### src/rtl/mem_ctrl.sv
// Byte-serial memory controller arbitrating instruction fetches and load/store
// traffic onto a single byte-wide RAM/IO port with one-cycle read latency.
module mem_ctrl #(
  parameter int RD_LAT = 1
) (
  input  logic        clk_in,
  input  logic        rst_in,
  input  logic        rdy_in,
  input  logic        clear,
  input  logic        ifu_req,
  input  logic [31:0] ifu_addr,
  output logic        ifu_done,
  output logic [31:0] ifu_data,
  input  logic        lsb_req,
  input  logic        lsb_we,
  input  logic [1:0]  lsb_width,
  input  logic [31:0] lsb_addr,
  input  logic [31:0] lsb_wdata,
  output logic        lsb_done,
  output logic [31:0] lsb_rdata,
  input  logic [7:0]  mem_din,
  output logic [7:0]  mem_dout,
  output logic [31:0] mem_a,
  output logic        mem_wr,
  input  logic        io_buffer_full
);

  typedef enum logic [1:0] {IDLE, IF_RD, LS_RD, LS_WR} state_t;

  localparam logic [3:0] LAT = 4'(RD_LAT);
  localparam logic [3:0] CAP = 4'(RD_LAT + 1);

  state_t      state;
  logic        last_ifu;
  logic [3:0]  step;
  logic [2:0]  len;
  logic [2:0]  idx;
  logic [31:0] base;
  logic [31:0] wbuf;

  logic        ifu_ok;
  logic        lsb_ok;
  logic        grant_ifu;
  logic        grant_lsb;
  logic        lsb_stall;
  logic        wr_stall;
  logic [2:0]  wr_nxt;
  logic [31:0] wr_addr;
  logic [7:0]  wr_byte;
  logic [3:0]  cap_sel;

  function automatic logic [2:0] len_of(input logic [1:0] width);
    case (width)
      2'd0:    return 3'd1;
      2'd1:    return 3'd2;
      default: return 3'd4;
    endcase
  endfunction

  // A requester whose done is high this cycle is not eligible; ties go to the
  // side that was not granted last.
  always_comb begin
    ifu_ok    = ifu_req && !ifu_done;
    lsb_ok    = lsb_req && !lsb_done;
    grant_lsb = !clear && lsb_ok && (!ifu_ok || last_ifu);
    grant_ifu = !clear && ifu_ok && !grant_lsb;
    lsb_stall = (lsb_addr[17:16] == 2'b11) && io_buffer_full;
    wr_nxt    = mem_wr ? idx + 3'd1 : idx;
    wr_addr   = base + {29'd0, wr_nxt};
    wr_byte   = wbuf[{wr_nxt[1:0], 3'b000} +: 8];
    wr_stall  = (wr_addr[17:16] == 2'b11) && io_buffer_full;
    cap_sel   = step - CAP;
  end

  always_ff @(posedge clk_in or posedge rst_in) begin
    if (rst_in) begin
      state     <= IDLE;
      last_ifu  <= 1'b1;
      step      <= 4'd0;
      len       <= 3'd0;
      idx       <= 3'd0;
      base      <= '0;
      wbuf      <= '0;
      ifu_done  <= 1'b0;
      lsb_done  <= 1'b0;
      ifu_data  <= '0;
      lsb_rdata <= '0;
      mem_wr    <= 1'b0;
      mem_a     <= '0;
      mem_dout  <= '0;
    end else if (rdy_in) begin
      ifu_done <= 1'b0;
      lsb_done <= 1'b0;
      case (state)
        IDLE: begin
          mem_a    <= '0;
          mem_wr   <= 1'b0;
          mem_dout <= '0;
          step     <= 4'd1;
          idx      <= 3'd0;
          if (grant_ifu) begin
            state    <= IF_RD;
            last_ifu <= 1'b1;
            base     <= ifu_addr;
            len      <= 3'd4;
            mem_a    <= ifu_addr;
            ifu_data <= '0;
          end else if (grant_lsb) begin
            last_ifu <= 1'b0;
            base     <= lsb_addr;
            wbuf     <= lsb_wdata;
            len      <= len_of(lsb_width);
            mem_a    <= lsb_addr;
            if (lsb_we) begin
              state    <= LS_WR;
              mem_wr   <= !lsb_stall;
              mem_dout <= lsb_wdata[7:0];
            end else begin
              state     <= LS_RD;
              lsb_rdata <= '0;
            end
          end
        end

        // step counts cycles since the grant; the address runs RD_LAT cycles
        // ahead of the byte being captured.
        IF_RD, LS_RD: begin
          if (clear) begin
            state <= IDLE;
            mem_a <= '0;
          end else begin
            mem_a <= (step < {1'b0, len}) ? base + {28'd0, step} : '0;
            if (step >= CAP) begin
              if (state == IF_RD) ifu_data[{cap_sel[1:0], 3'b000} +: 8] <= mem_din;
              else lsb_rdata[{cap_sel[1:0], 3'b000} +: 8] <= mem_din;
            end
            if (step == {1'b0, len} + LAT) begin
              state <= IDLE;
              mem_a <= '0;
              if (state == IF_RD) ifu_done <= 1'b1;
              else lsb_done <= 1'b1;
            end
            step <= step + 4'd1;
          end
        end

        // Stores ignore clear; a byte only advances once mem_wr was actually
        // high for it, so an IO stall simply re-presents the same byte.
        LS_WR: begin
          if (wr_nxt == len) begin
            state    <= IDLE;
            lsb_done <= 1'b1;
            mem_wr   <= 1'b0;
            mem_a    <= '0;
            mem_dout <= '0;
          end else begin
            idx      <= wr_nxt;
            mem_a    <= wr_addr;
            mem_dout <= wr_byte;
            mem_wr   <= !wr_stall;
          end
        end

        default: state <= IDLE;
      endcase
    end
  end

endmodule

### config.mk
export PLATFORM = sky130hd
export DESIGN_NAME = mem_ctrl
export DESIGN_NICKNAME = d
export VERILOG_FILES = /design/src/rtl/mem_ctrl.sv
export SDC_FILE = /design/constraint.sdc
export NUM_CORES = 1
export LEC_CHECK = 0
export ABC_AREA = 0
export CAP_MARGIN = 30
export CORE_UTILIZATION = 64
export DETAILED_ROUTE_END_ITERATION = 8
export DONT_BUFFER_PORTS = 1
export GPL_ROUTABILITY_DRIVEN = 1
export PLACE_DENSITY = 0.82
export SYNTH_ARGS = -nofsm -noshare
export SYNTH_HDL_FRONTEND = slang
export SYNTH_SLANG_ARGS = --single-unit
### constraint.sdc
create_clock -name clk_in -period 9.4 [get_ports clk_in]
set_input_delay 2.35 -clock clk_in [delete_from_list [all_inputs] [get_ports clk_in]]
set_output_delay 2.35 -clock clk_in [all_outputs]
set_load 0.01 [all_outputs]
# Word level (Yosys, flattened, before mapping)
# Cells that the tools add are included.
dict set report word_totals {
  output_inout_bits 107
  regBits 184
  elab_cells 136
}
dict set report classes {
  n_bitwise 1
  n_lt_le_gt_ge 2
  n_mux 59
  n_eq_ne 20
  add_sub_neg 7
  shift 3
  reduce_logical 30
}
# operator n
set op_table {}
lappend op_table {{$mux W32} 18}
lappend op_table {{$pmux W32 S2} 2}
lappend op_table {{$pmux W32 S3} 1}
lappend op_table {{$bwmux W32} 2}
lappend op_table {{$add A32 B3 Y32} 1}
lappend op_table {{$add A32 B4 Y32} 1}
lappend op_table {{$mux W8} 4}
lappend op_table {{$shift A8 B7 Y32 const A} 1}
lappend op_table {{$shiftx A32 B6 Y8} 1}
lappend op_table {{$shiftx A8 B7 Y32} 1}
lappend op_table {{$ne A2 B2 Y1 const B} 10}
lappend op_table {{$pmux W8 S2} 1}
lappend op_table {{$mux W1} 15}
lappend op_table {{$mux W3} 4}
lappend op_table {{$pmux W3 S2} 2}
lappend op_table {{$mux W2} 5}
lappend op_table {{$reduce_and A3 Y1} 3}
lappend op_table {{$eq A2 B2 Y1 const B} 4}
lappend op_table {{$logic_and A1 B1 Y1} 8}
lappend op_table {{$pmux W4 S2} 1}
lappend op_table {{$reduce_and A4 Y1} 2}
lappend op_table {{$reduce_and A8 Y1} 1}
lappend op_table {{$logic_not A1 Y1} 7}
lappend op_table {{$neg A5 Y7} 1}
lappend op_table {{20 further kinds} 26}

# Logic depth before layout (Yosys ltp)
# Gate-level depths: netlist of run 1.
dict set report logic_depth {
  depth_word 9
  ltp_mapped 11
  depth_no_buf 10
}

# Worst setup path after synthesis of run 1
# No wires, ideal clock.
dict set report synth_timing {
  kind {input-to-reg}
  start {input port ifu_req}
  end {register lsb_rdata[16]}
  setup_slack_ns 5.352
  arrival_ns 3.983
  required_time_ns 9.334
  stages 8
  path_cell_list {nor3b_1 or4b_1 buf_2 o21ai_0 and3b_1 and4_1 buf_2 a22o_1}
}
dict set report synth_between {
  elab_chain_len 8
  word_cells_on_any_way 10
  cone_classes {eq/ne: 2; reduce/logical: 8}
}
# item line
set synth_lines {}
lappend synth_lines {{from (decl)} 10} ;# input logic ifu_req,
lappend synth_lines {{$logic_and A1 B1 Y1 *} 63} ;# ifu_ok = ifu_req && !ifu_done;
lappend synth_lines {{$logic_not A1 Y1} 65} ;# grant_lsb = !clear && lsb_ok && (!ifu_ok || last_ifu);
lappend synth_lines {{$logic_or A1 B1 Y1} 65}
lappend synth_lines {{$logic_and A1 B1 Y1} 65}
lappend synth_lines {{$logic_not A1 Y1} 66} ;# grant_ifu = !clear && ifu_ok && !grant_lsb;
lappend synth_lines {{$logic_and A1 B1 Y1} 66}
lappend synth_lines {{$ne A2 B2 Y1 (no line)} --}
lappend synth_lines {{$reduce_and A8 Y1 (no line) *} --}
lappend synth_lines {{to (signal, indexed assignment)} 135} ;# else lsb_rdata[{cap_sel[1:0], 3'b000} +: 8] <= mem_din;
lappend synth_lines {{to (decl)} 20} ;# output logic [31:0] lsb_rdata,
# Mark *: on every way between the ends. The rest lies on a longest branch, timed or not.
# A chain may end at the register's enable or synchronous reset.

# Final worst setup path of run 1
dict set report layout_timing {
  start {input port clear}
  end {register ifu_data[0]}
}
dict set report layout_between {
  elab_chain_len 7
  word_cells_on_any_way 9
  cone_classes {eq/ne: 2; reduce/logical: 7}
}
# item line
set layout_lines {}
lappend layout_lines {{from (decl)} 9} ;# input logic clear,
lappend layout_lines {{$logic_not A1 Y1} {65, 66}}
lappend layout_lines {{$logic_and A1 B1 Y1 (2 in series)} 65}
lappend layout_lines {{$logic_not A1 Y1} 66}
lappend layout_lines {{$logic_and A1 B1 Y1} 66}
lappend layout_lines {{$ne A2 B2 Y1 (no line)} --}
lappend layout_lines {{$reduce_and A6 Y1 (no line) *} --}
lappend layout_lines {{to (signal, indexed assignment)} 134} ;# if (state == IF_RD) ifu_data[{cap_sel[1:0], 3'b000} +: 8] <= mem_din;
lappend layout_lines {{to (decl)} 13} ;# output logic [31:0] ifu_data,
# Marked as above.

==> results of run 1 <==
## area by class of cell
cell class,count,area share
clock buffer,17,0.0390
clock inverter,15,0.0185
inverter,31,0.0111
multi-input combinational,788,0.467
sequential,184,0.423
tap,211,0.0242
timing repair buffer,17,0.0177
## cell families after synthesis
group	Yosys count	synth area share
flops	184	0.459
simple gates	406	0.189
mux	46	0.0617
compound gates	288	0.200
fa+ha+maj	22	0.0289
xor+xnor	26	0.0241
buf+inv	92	0.0376
## sequential cells by signal, summed over array words and instances, names as in the netlist, 2 cells and up
signal     flops
base          32
mem_dout       8
step           4
len            3
wbuf          32
ifu_data      32
idx            3
mem_a         32
lsb_rdata     32
state          2
## worst max-delay path, stage by stage
cell     delay, ns
nor3b_2       0.16
buf_4         0.33
nand2_1       0.59
nand2_1       0.29
and3_1        0.25
and2_1        0.40
mux2_2        0.40
## cells in the final DEF (no fill, tap or decap), types with 6 or more instances in the layout
cell type,netlist,routed
nand2b_1,10,10
ha_1,20,20
a22o_1,24,24
a31oi_1,11,11
a21oi_1,60,60
nand2_1,210,210
mux2i_1,6,6
nor2_1,57,56
inv_1,30,29
nand3_1,29,29
mux2_2,32,32
nor2b_1,6,6
clkinv_8,0,6
dfrtp_1,183,183
nand4_1,16,16
and3_1,8,8
buf_4,2,11
o22ai_1,21,21
a22oi_1,25,25
clkbuf_16,0,17
and2_1,19,19
xnor2_1,15,15
nor3_1,12,12
nor4_1,8,7
o21ai_0,62,62
o32ai_1,7,7
xor2_1,10,10
o31ai_1,9,9
a21o_1,11,11
## worst max path at each step
stage | slack, ns | startpoint | to
CTS | 5.05 | clear | ifu_data[0]
floorplan | 2.05 | rst_in | base[0]
global route | 4.85 | clear | ifu_data[0]
detailed placement | 4.63 | clear | ifu_data[4]
finish | 4.94 | clear | ifu_data[0]
global placement | 4.72 | clear | ifu_data[1]
## layer usage
metal / share of wire / up-vias / GRT usage
li1: - / 3820 / -
met1: 0.37 / 4144 / 0.458
met2: 0.47 / 584 / 0.580
met3: 0.12 / 90 / 0.114
met4: 0.037 / 0 / 0.181
met5: 0 / - / 0
## power breakdown
group | total [mW] | switching, mW | internal [mW] | leakage (nW)
registers | 1.45 | 0.373 | 1.08 | 2.40
clock network | 0.742 | 0.356 | 0.386 | 0.299
logic | 1.33 | 0.813 | 0.514 | 2.13
total | 3.52 | 1.54 | 1.98 | 4.83
==> results.ini, run 1 <==
[clock_network]
numCtsBuffers=17
cts_hold_buf=0
cts.htree.levels=4
cts_tree=done
cts_buffer_depth=2
root_buffer=clkbuf_16
cts_setup_buffers=0
clkTransAtPathRegs_ns=0.07
clk_latency_ns=0.45
cts_sinks=184
ctsResizeCount=0

[timing]
final-hold-violation-count=0
rsz0062_at_grt=no
maxSlewHeadroom=0.314
worst_pin_slew_ns=1.03
drv_slew=0
period_minus_slack_ns=4.46
hold_slack_ns=0.472
fin_setup_tns_ns=0
clock_skew_ns=0.0136
finalCritPeriodShare=0.474
setup_viol=0
setup_slack_ns=4.94
fmax_mhz=224

[critical_path]
crit_path_end_kind=flip-flop
cp_max_fo=23
critPathRequiredTime_ns=9.72
rr_startpoint=idx[0]
crit_path_start_kind=input pin
reg2reg_depth=10
worstSetupPathType=in -> reg
crit_arrival_ns=4.78
r2r-end=mem_a[13]
reg2reg_setup_slack_ns=5.96

[cells_and_area]
fin_nets=1175
multi_input_area_um2=5090
fill_cells=1116
areaGrowthSynthToFinish_pct=8.55
fin_util=0.714
finalInstanceArea_um2=10900
drive_above_1_share=0.105
diodes=0
ff_latch_area_um2=4610
final_cells=1263

[yosys]
syn_nets=1200
ys_warn_count=0
yosys.cell_types.count=87
ys_seq_area_frac=0.459
netlist_top_cells_count=nand2_1, dfrtp_1, o21ai_0
syn_area_um2=10000
synth.most_common_cell=nand2_1
ys.flop_type=dfrtp_1
synthTopCellsByArea=dfrtp_1, nand2_1, mux2_2, o21ai_0, a21oi_1
ys_async_sr_fraction=1.00
ys_ff_latch=184
synth.top_cell.area_share=0.456
avgSynthCellArea_um2=9.43
synth_edf_count=0
syn_inst=1064
yosysTopAreaCell=dfrtp_1

[min_path]
hold_path.class=reg -> reg
hold_end=wbuf[22]
min_path_cells=2
worstHoldStart=wbuf[22]

[global_route]
grt_pass1_vias=8326
grt_pass1_wl_um=45200
grt-ovfl-total=0
antenna_found_initial=1
track_usage=0.367
grt_max_degree=110

[place]
dp_cells=1229
portBuffers=0
dp_slack_ns=4.63
place_hpwl_um=20000
placed_area_um2=10200
place.gp.congestion=0.970

[route]
drt_iter0_drc=949
ant_nets=0
vias_per_cell=6.84
firstDrtPassIters=8
routed_wl_um=29000
vias=8638
route.detailed.wl_per_inst_um=22.9
drt_drc_violations_left=0

[floorplan]
initial_core_util=0.658
die_y_um=127
pin_count=221
dieWidth_um=127
dieArea_um2=16200
rows=45
core_um2=15300

[flow_run]
cap_viol_max_count=0

[power_and_ir_drop]
vdd_drop_max_uv=192
p_per_area_nw_per_um2=323
power_mw=3.52
leakage_nw=4.83

[run_status]
outcome=completed

(Power assumes the default switching activity.)
==> inputs of run 2 (changes only) <==
--- a/config.mk
+++ b/config.mk
@@ -5,7 +5,7 @@
 export SDC_FILE = /design/constraint.sdc
 export NUM_CORES = 1
 export LEC_CHECK = 0
-export ABC_AREA = 0
+export ABC_AREA = 1
 export CAP_MARGIN = 30
 export CORE_UTILIZATION = 64
 export DETAILED_ROUTE_END_ITERATION = 8
==> constraint.sdc (replaced) <==
create_clock -name clk_in -period 4.4 [get_ports clk_in]
set_input_delay 1.1 -clock clk_in [delete_from_list [all_inputs] [get_ports clk_in]]
set_output_delay 1.1 -clock clk_in [all_outputs]
set_load 0.01 [all_outputs]
==> run 2 against run 1 <==
  * Non-clock buffer count decreased by 7
  * Final cell count increased by 33%
  * Sequential cell count unchanged
  * Global-route usage decreased by 0.85 points
  * Worst setup slack lost 3.9 ns
  * Register-to-register slack got worse by 4.9 ns
  * Wire length up 2.2%
  * Critical path depth grew 3
  * Count of clock-buffer cells in the layout up 5
  * Sequential share of layout area decreased by 1.6 points
  * Combinational power is 120% higher
  * Utilization is 0.71 points lower
  * Critical path type is now reg -> reg
  * Critical endpoint is now lsb_rdata[17]
  * Largest cell class unchanged
==> results.ini, run 2 <==
[run_status]
outcome=completed

[critical_path]
critPathRequiredTime_ns=4.76  ; -4.96 ns
crit_path_start_kind=flip-flop
crit_path_end_kind=flip-flop
crit_arrival_ns=3.74  ; -1.04 ns
cp_max_fo=19  ; -17%
reg2reg_setup_slack_ns=1.02  ; -4.94 ns
worstSetupPathType=reg -> reg

[cells_and_area]
final_cells=1677  ; +33%
fin_util=0.707  ; -0.00708
layout_commonest_cell=nand2_1
multi_input_area_um2=5240  ; +3.0%
ff_latch_area_um2=4610  ; unchanged
areaGrowthSynthToFinish_pct=7.17
finalInstanceArea_um2=11300  ; +3.8%
fill_cells=1333  ; +19%
final_cell_mix=nand2_1, dfrtp_1, inv_1, nor2_1, nand3_1
drive_above_1_share=0.0534  ; -0.0511
fin_nets=1583  ; +35%

[clock_network]
cts_sinks=184  ; unchanged
numCtsBuffers=17  ; unchanged
cts_buffer_depth=2  ; unchanged
cts_tree=done
root_buffer=clkbuf_16
clkTransAtPathRegs_ns=0.07  ; about the same
clk_latency_ns=0.43  ; -0.02 ns
cts.htree.levels=4  ; unchanged
ctsResizeCount=0  ; unchanged
cts_setup_buffers=0  ; unchanged
cts_hold_buf=0  ; unchanged

[route]
vias_per_cell=5.86  ; -14%
drt_iter0_drc=860  ; -9.4%
route.detailed.wl_per_inst_um=17.6  ; -23%
firstDrtPassIters=7  ; -1
ant_nets=0  ; unchanged
routed_wl_um=29600  ; +2.2%
vias=9831  ; +14%
drt_drc_violations_left=0  ; unchanged

[global_route]
grt-ovfl-total=0  ; unchanged
grt_pass1_wl_um=46400  ; +2.7%
antenna_found_initial=1  ; unchanged
grt_pass1_vias=9033  ; +8.5%
grt_max_degree=98  ; -11%
track_usage=0.358  ; -0.00847

[power_and_ir_drop]
leakage_nw=5.59  ; +16%
p_per_area_nw_per_um2=674  ; +110%
vdd_drop_max_uv=371  ; +93%

[timing]
hold_slack_ns=0.469  ; -0.00239 ns
clock_skew_ns=0.00658  ; -0.00703 ns
worst_pin_slew_ns=0.956  ; -0.0714 ns
setup_viol=0  ; unchanged
maxSlewHeadroom=0.362  ; +0.0486
rsz0062_at_grt=no
fmax_mhz=296
final-hold-violation-count=0  ; unchanged
drv_slew=0  ; unchanged
fin_setup_tns_ns=0  ; unchanged
finalCritPeriodShare=0.769
period_minus_slack_ns=3.38

[yosys]
avgSynthCellArea_um2=7.19  ; -24%
ys_warn_count=0  ; unchanged
yosys.cell_types.count=48  ; -45%
syn_inst=1469  ; +38%
synth.top_cell.area_share=0.434  ; -0.0224
ys_seq_area_frac=0.436  ; -0.0225
netlist_top_cells_count=nand2_1, dfrtp_1, inv_1, nor2_1, nand3_1
syn_area_um2=10600  ; +5.2%
synth.most_common_cell=nand2_1
ys_async_sr_fraction=1.00  ; unchanged
syn_nets=1605  ; +34%
synthTopCellsByArea=dfrtp_1, nand2_1, nand3_1, inv_1, nor2_1
ys.flop_type=dfrtp_1
ys_ff_latch=184  ; unchanged
synth_edf_count=0  ; unchanged
yosysTopAreaCell=dfrtp_1

[floorplan]
core_um2=16000  ; +4.9%
initial_core_util=0.660  ; +0.00187
die_y_um=130  ; +2.5%
dieWidth_um=130  ; +2.5%
rows=46  ; +2.2%
dieArea_um2=17000  ; +5.1%
pin_count=221  ; unchanged

[flow_run]
cap_viol_max_count=0  ; unchanged

[place]
place.gp.congestion=0.993  ; +2.5%
dp_cells=1644  ; +34%
portBuffers=0  ; unchanged
place_hpwl_um=21600  ; +8.1%
placed_area_um2=10700  ; +4.7%

[min_path]
hold_path.class=reg -> reg

## run 2: cell types whose count changed in the layout (fill, tap and decap cells not counted), sizes merged, moves of 49 or more
cell   before  now
nand3      29   96
a21oi      60   11
nand2     212  582
nor2       59  128
inv        36  128
o21ai      64  134
## run 2: critical path: stages (launching register included)
cell,delay [ns]
dfrtp_1,0.61
inv_1,0.23
ha_1,0.36
nor2_4,0.42
nand4_1,0.20
nand2_2,0.13
nor2_1,0.05
nand2_1,0.43
or2_1,0.61
nand2_1,0.18
o21ai_2,0.10
## run 2: path summary, 6_finish.rpt
path | to | depth (start not counted) | from
max | lsb_rdata[17] | 10 | step[0]
min | wbuf[13] | 2 | wbuf[13]
max reg2reg | lsb_rdata[17] | 10 | step[0]
min reg2reg | wbuf[13] | 2 | wbuf[13]
max in group asynchronous | lsb_rdata[20] | 2 | rst_in
min in group asynchronous | mem_a[21] | 2 | rst_in
## run 2: final cells by class
cell class / count / area share
multi-input combinational: 1105 / 0.463
inverter: 129 / 0.0436
sequential: 184 / 0.407
clock inverter: 10 / 0.0118
antenna: 1 / 0.000221
timing repair buffer: 10 / 0.00774
tap: 216 / 0.0239
clock buffer: 22 / 0.0428
## run 2: kinds of logic (layout without fill, tap and decap cells)
family | after synthesis | after routing | synth area share
XOR/XNOR | 29 | 29 | 0.0241
other | 0 | 1 | 0
adder cells (fa/ha/maj) | 22 | 22 | 0.0275
multiplexers | 1 | 1 | 0.00107
AO/OA/AOI/OAI | 216 | 216 | 0.123
buffers and inverters | 180 | 171 | 0.0684
AND/OR/NAND/NOR | 837 | 837 | 0.320
flip-flops | 184 | 184 | 0.436
## run 2: metrics by stage
stage	worst slack [ns]	total power, mW
2_1_floorplan	0.936	5.18
3_3_place_gp	1.25	5.85
3_5_place_dp	1.07	5.96
4_1_cts	1.05	7.58
5_1_grt	0.756	8.17
6_report	1.02	7.62
## run 2: routing by layer
layer  GRT usage  up-vias  part of all wire
li1            -     4683                 -
met1       0.499     4584              0.43
met2       0.540      494              0.44
met3      0.0810       70              0.10
met4       0.153        0             0.031
met5           0        -                 0
## run 2: report_power, final
part	switching (mW)	leakage, nW	total (mW)	internal (mW)
clock network	0.689	0.304	1.60	0.911
registers	0.793	2.40	3.11	2.32
logic	1.98	2.88	2.91	0.922
==> inputs of run 3 (changes only) <==
--- a/config.mk
+++ b/config.mk
@@ -7,11 +7,11 @@
 export LEC_CHECK = 0
 export ABC_AREA = 1
 export CAP_MARGIN = 30
-export CORE_UTILIZATION = 64
+export CORE_UTILIZATION = 58
 export DETAILED_ROUTE_END_ITERATION = 8
 export DONT_BUFFER_PORTS = 1
 export GPL_ROUTABILITY_DRIVEN = 1
-export PLACE_DENSITY = 0.82
+export PLACE_DENSITY = 0.78
 export SYNTH_ARGS = -nofsm -noshare
 export SYNTH_HDL_FRONTEND = slang
 export SYNTH_SLANG_ARGS = --single-unit
==> constraint.sdc (replaced) <==
create_clock -name clk_in -period 2.9 [get_ports clk_in]
set_input_delay 0.725 -clock clk_in [delete_from_list [all_inputs] [get_ports clk_in]]
set_output_delay 0.725 -clock clk_in [all_outputs]
set_load 0.01 [all_outputs]
==> run 3 against run 2 <==
  * Final area is 1.5% higher
  * Register-to-register slack worse by 0.74 ns
  * Critical path depth is 4 higher
  * Sequential power is 51% higher
  * Maximum frequency is 29% higher
  * Worst setup slack worse by 0.74 ns
  * Clock skew is 0.0050 ns higher
  * Clock power is 52% higher
  * Global-route usage is 3.0 points lower
  * Sequential cell count stayed put
  * Combinational power is 56% higher
  * Sequential share of layout area is 0.60 points lower
  * Critical endpoint is now mem_a[10]
==> results.ini, run 3 (synthesized netlist as in run 2, its figures left out) <==
[critical_path]
crit_arrival_ns=3.00  ; -0.74 ns
cp_max_fo=8  ; -11
setup.worst_path.end=mem_a[10]
r2r-end=mem_a[10]
crit_path_start_kind=flip-flop
crit_path_end_kind=flip-flop
rr_startpoint=mem_wr
critPathRequiredTime_ns=3.27  ; -1.49 ns
crit_start=mem_wr
worstSetupPathType=reg -> reg
reg2reg_setup_slack_ns=0.28  ; -0.74 ns
reg2reg_depth=14  ; +4

[route]
met1_length_um=13100  ; +3.6%
routed_wl_um=29700  ; +0.50%
drt_iter0_drc=729  ; -15%
route.detailed.wl_per_inst_um=17.5  ; -1.0%
wl_met3_um=2570  ; -13%
ant_nets=0  ; unchanged
drt_drc_violations_left=0  ; unchanged
vias=9692  ; -1.4%
top_layer=met4
dr_wl_met2_um=13200  ; +1.4%
firstDrtPassIters=7  ; unchanged
vias_per_cell=5.69  ; -2.9%

[timing]
finalCritPeriodShare=0.904  ; +0.135
final-hold-violation-count=0  ; unchanged
period_minus_slack_ns=2.62  ; -0.763 ns
fmax_mhz=381  ; +29%
drv_slew=0  ; unchanged
setup_viol=0  ; unchanged
maxSlewHeadroom=0.523  ; +0.161
clock_skew_ns=0.0116  ; +0.00498 ns
rsz0062_at_grt=no
worst_pin_slew_ns=0.711  ; -0.245 ns

[cells_and_area]
layout_commonest_cell=nand2_1
final_cell_mix=nand2_1, dfrtp_1, inv_1
fin_nets=1601  ; +1.1%
final_cells=1703  ; +1.6%
drive_above_1_share=0.0670  ; +0.0136
finalInstanceArea_um2=11500  ; +1.5%
areaGrowthSynthToFinish_pct=8.78
diodes=0  ; -1

[min_path]
hold_path.class=in -> async

[clock_network]
cts_hold_buf=0  ; unchanged
cts.htree.levels=4  ; unchanged
clk_latency_ns=0.44  ; about the same
cts_sinks=184  ; unchanged
cts_buffer_depth=2  ; unchanged
cts_setup_buffers=0  ; unchanged
numCtsBuffers=17  ; unchanged
cts_tree=done
clkTransAtPathRegs_ns=0.07  ; about the same
ctsResizeCount=0  ; unchanged
root_buffer=clkbuf_16

[power_and_ir_drop]
leakage_nw=5.67  ; +1.5%
p_per_area_nw_per_um2=1020  ; +51%
vdd_drop_max_uv=572  ; +54%

[global_route]
grt_pass1_vias=8968  ; -0.72%
grt-ovfl-total=0  ; unchanged
grt_max_degree=73  ; -26%
track_usage=0.328  ; -0.0302
grt_pass1_wl_um=46900  ; +1.1%
antenna_found_initial=0  ; -1

[floorplan]
die_y_um=137  ; +5.0%
initial_core_util=0.602  ; -0.0578
dieWidth_um=137  ; +5.0%
rows=48  ; +4.3%
dieArea_um2=18700  ; +10%
core_um2=17500  ; +9.6%
pin_count=221  ; unchanged

[place]
dp_cells=1671  ; +1.6%
place.gp.congestion=0.934  ; -5.9%
placed_area_um2=10900  ; +1.7%
place_hpwl_um=22000  ; +2.0%
portBuffers=0  ; unchanged

[run_status]
outcome=completed

[flow_run]
cap_viol_max_count=0  ; unchanged

run 3: changes by cell type in the layout (fill, tap and decap cells not counted), sizes merged:
cell      before  now
clkinv         8    6
inv          128  130
clkinvlp       1    4
buf           10   28
clkbuf        22   19
diode          1    0
run 3: metal layers:
metal / GRT usage / vias up
met2: 0.506 / 416
li1: - / 4713
met1: 0.447 / 4503
met3: 0.0730 / 60
met5: 0 / -
met4: 0.131 / 0
run 3: power by group:
| part | internal (mW) | switching (mW) | leakage, nW |
|---|---|---|---|
| clock | 1.32 | 1.11 | 0.289 |
| sequential | 3.52 | 1.18 | 2.40 |
| combinational | 1.56 | 2.99 | 2.98 |
run 3: critical path: stages (launching register included):
cell	delay (ns)
dfrtp_1	0.56
inv_2	0.08
nand2_1	0.07
nand2_1	0.10
ha_1	0.24
fa_1	0.42
nand2_1	0.10
nand2_1	0.09
nand3_1	0.24
nor2_2	0.11
nand2_1	0.07
o21ai_0	0.07
o22ai_1	0.22
nand2_1	0.12
nand2_1	0.08
run 3: final cells by class:
cell class              instances  area, um^2
inverters                     129         493
clock inverters                13         164
flip-flops and latches        184        4610
repair buffers                 28         260
clock buffers                  19         443
fillers                      1613        6050
well taps                     225         282
multi-input cells            1105        5240
run 3: how the worst min path moves through the flow:
stage                         from            to  slack (ns)  depth (start not counted)
after floorplan           wbuf[10]      wbuf[10]        0.44                          2
after global placement    wbuf[24]      wbuf[24]        0.45                          2
after detailed placement  wbuf[13]      wbuf[13]        0.46                          2
after CTS                   rst_in  lsb_rdata[1]        0.14                          1
after global routing        rst_in  lsb_rdata[1]        0.14                          1
final                       rst_in  lsb_rdata[1]        0.13                          1
run 3: metrics by stage:
step | TNS, ns | hold WS [ns] | utilization | setup slack (ns) | power [mW]
global placement | 0 | 0.452 | 0.620 | 0.280 | 9.09
finish | 0 | 0.132 | 0.655 | 0.279 | 11.7
detailed placement | 0 | 0.455 | 0.620 | 0.259 | 9.21
global route | 0 | 0.144 | 0.655 | 0.0178 | 12.6
floorplan | -34.54 | 0.437 | - | -0.189 | 7.86
CTS | 0 | 0.139 | 0.655 | 0.229 | 11.6
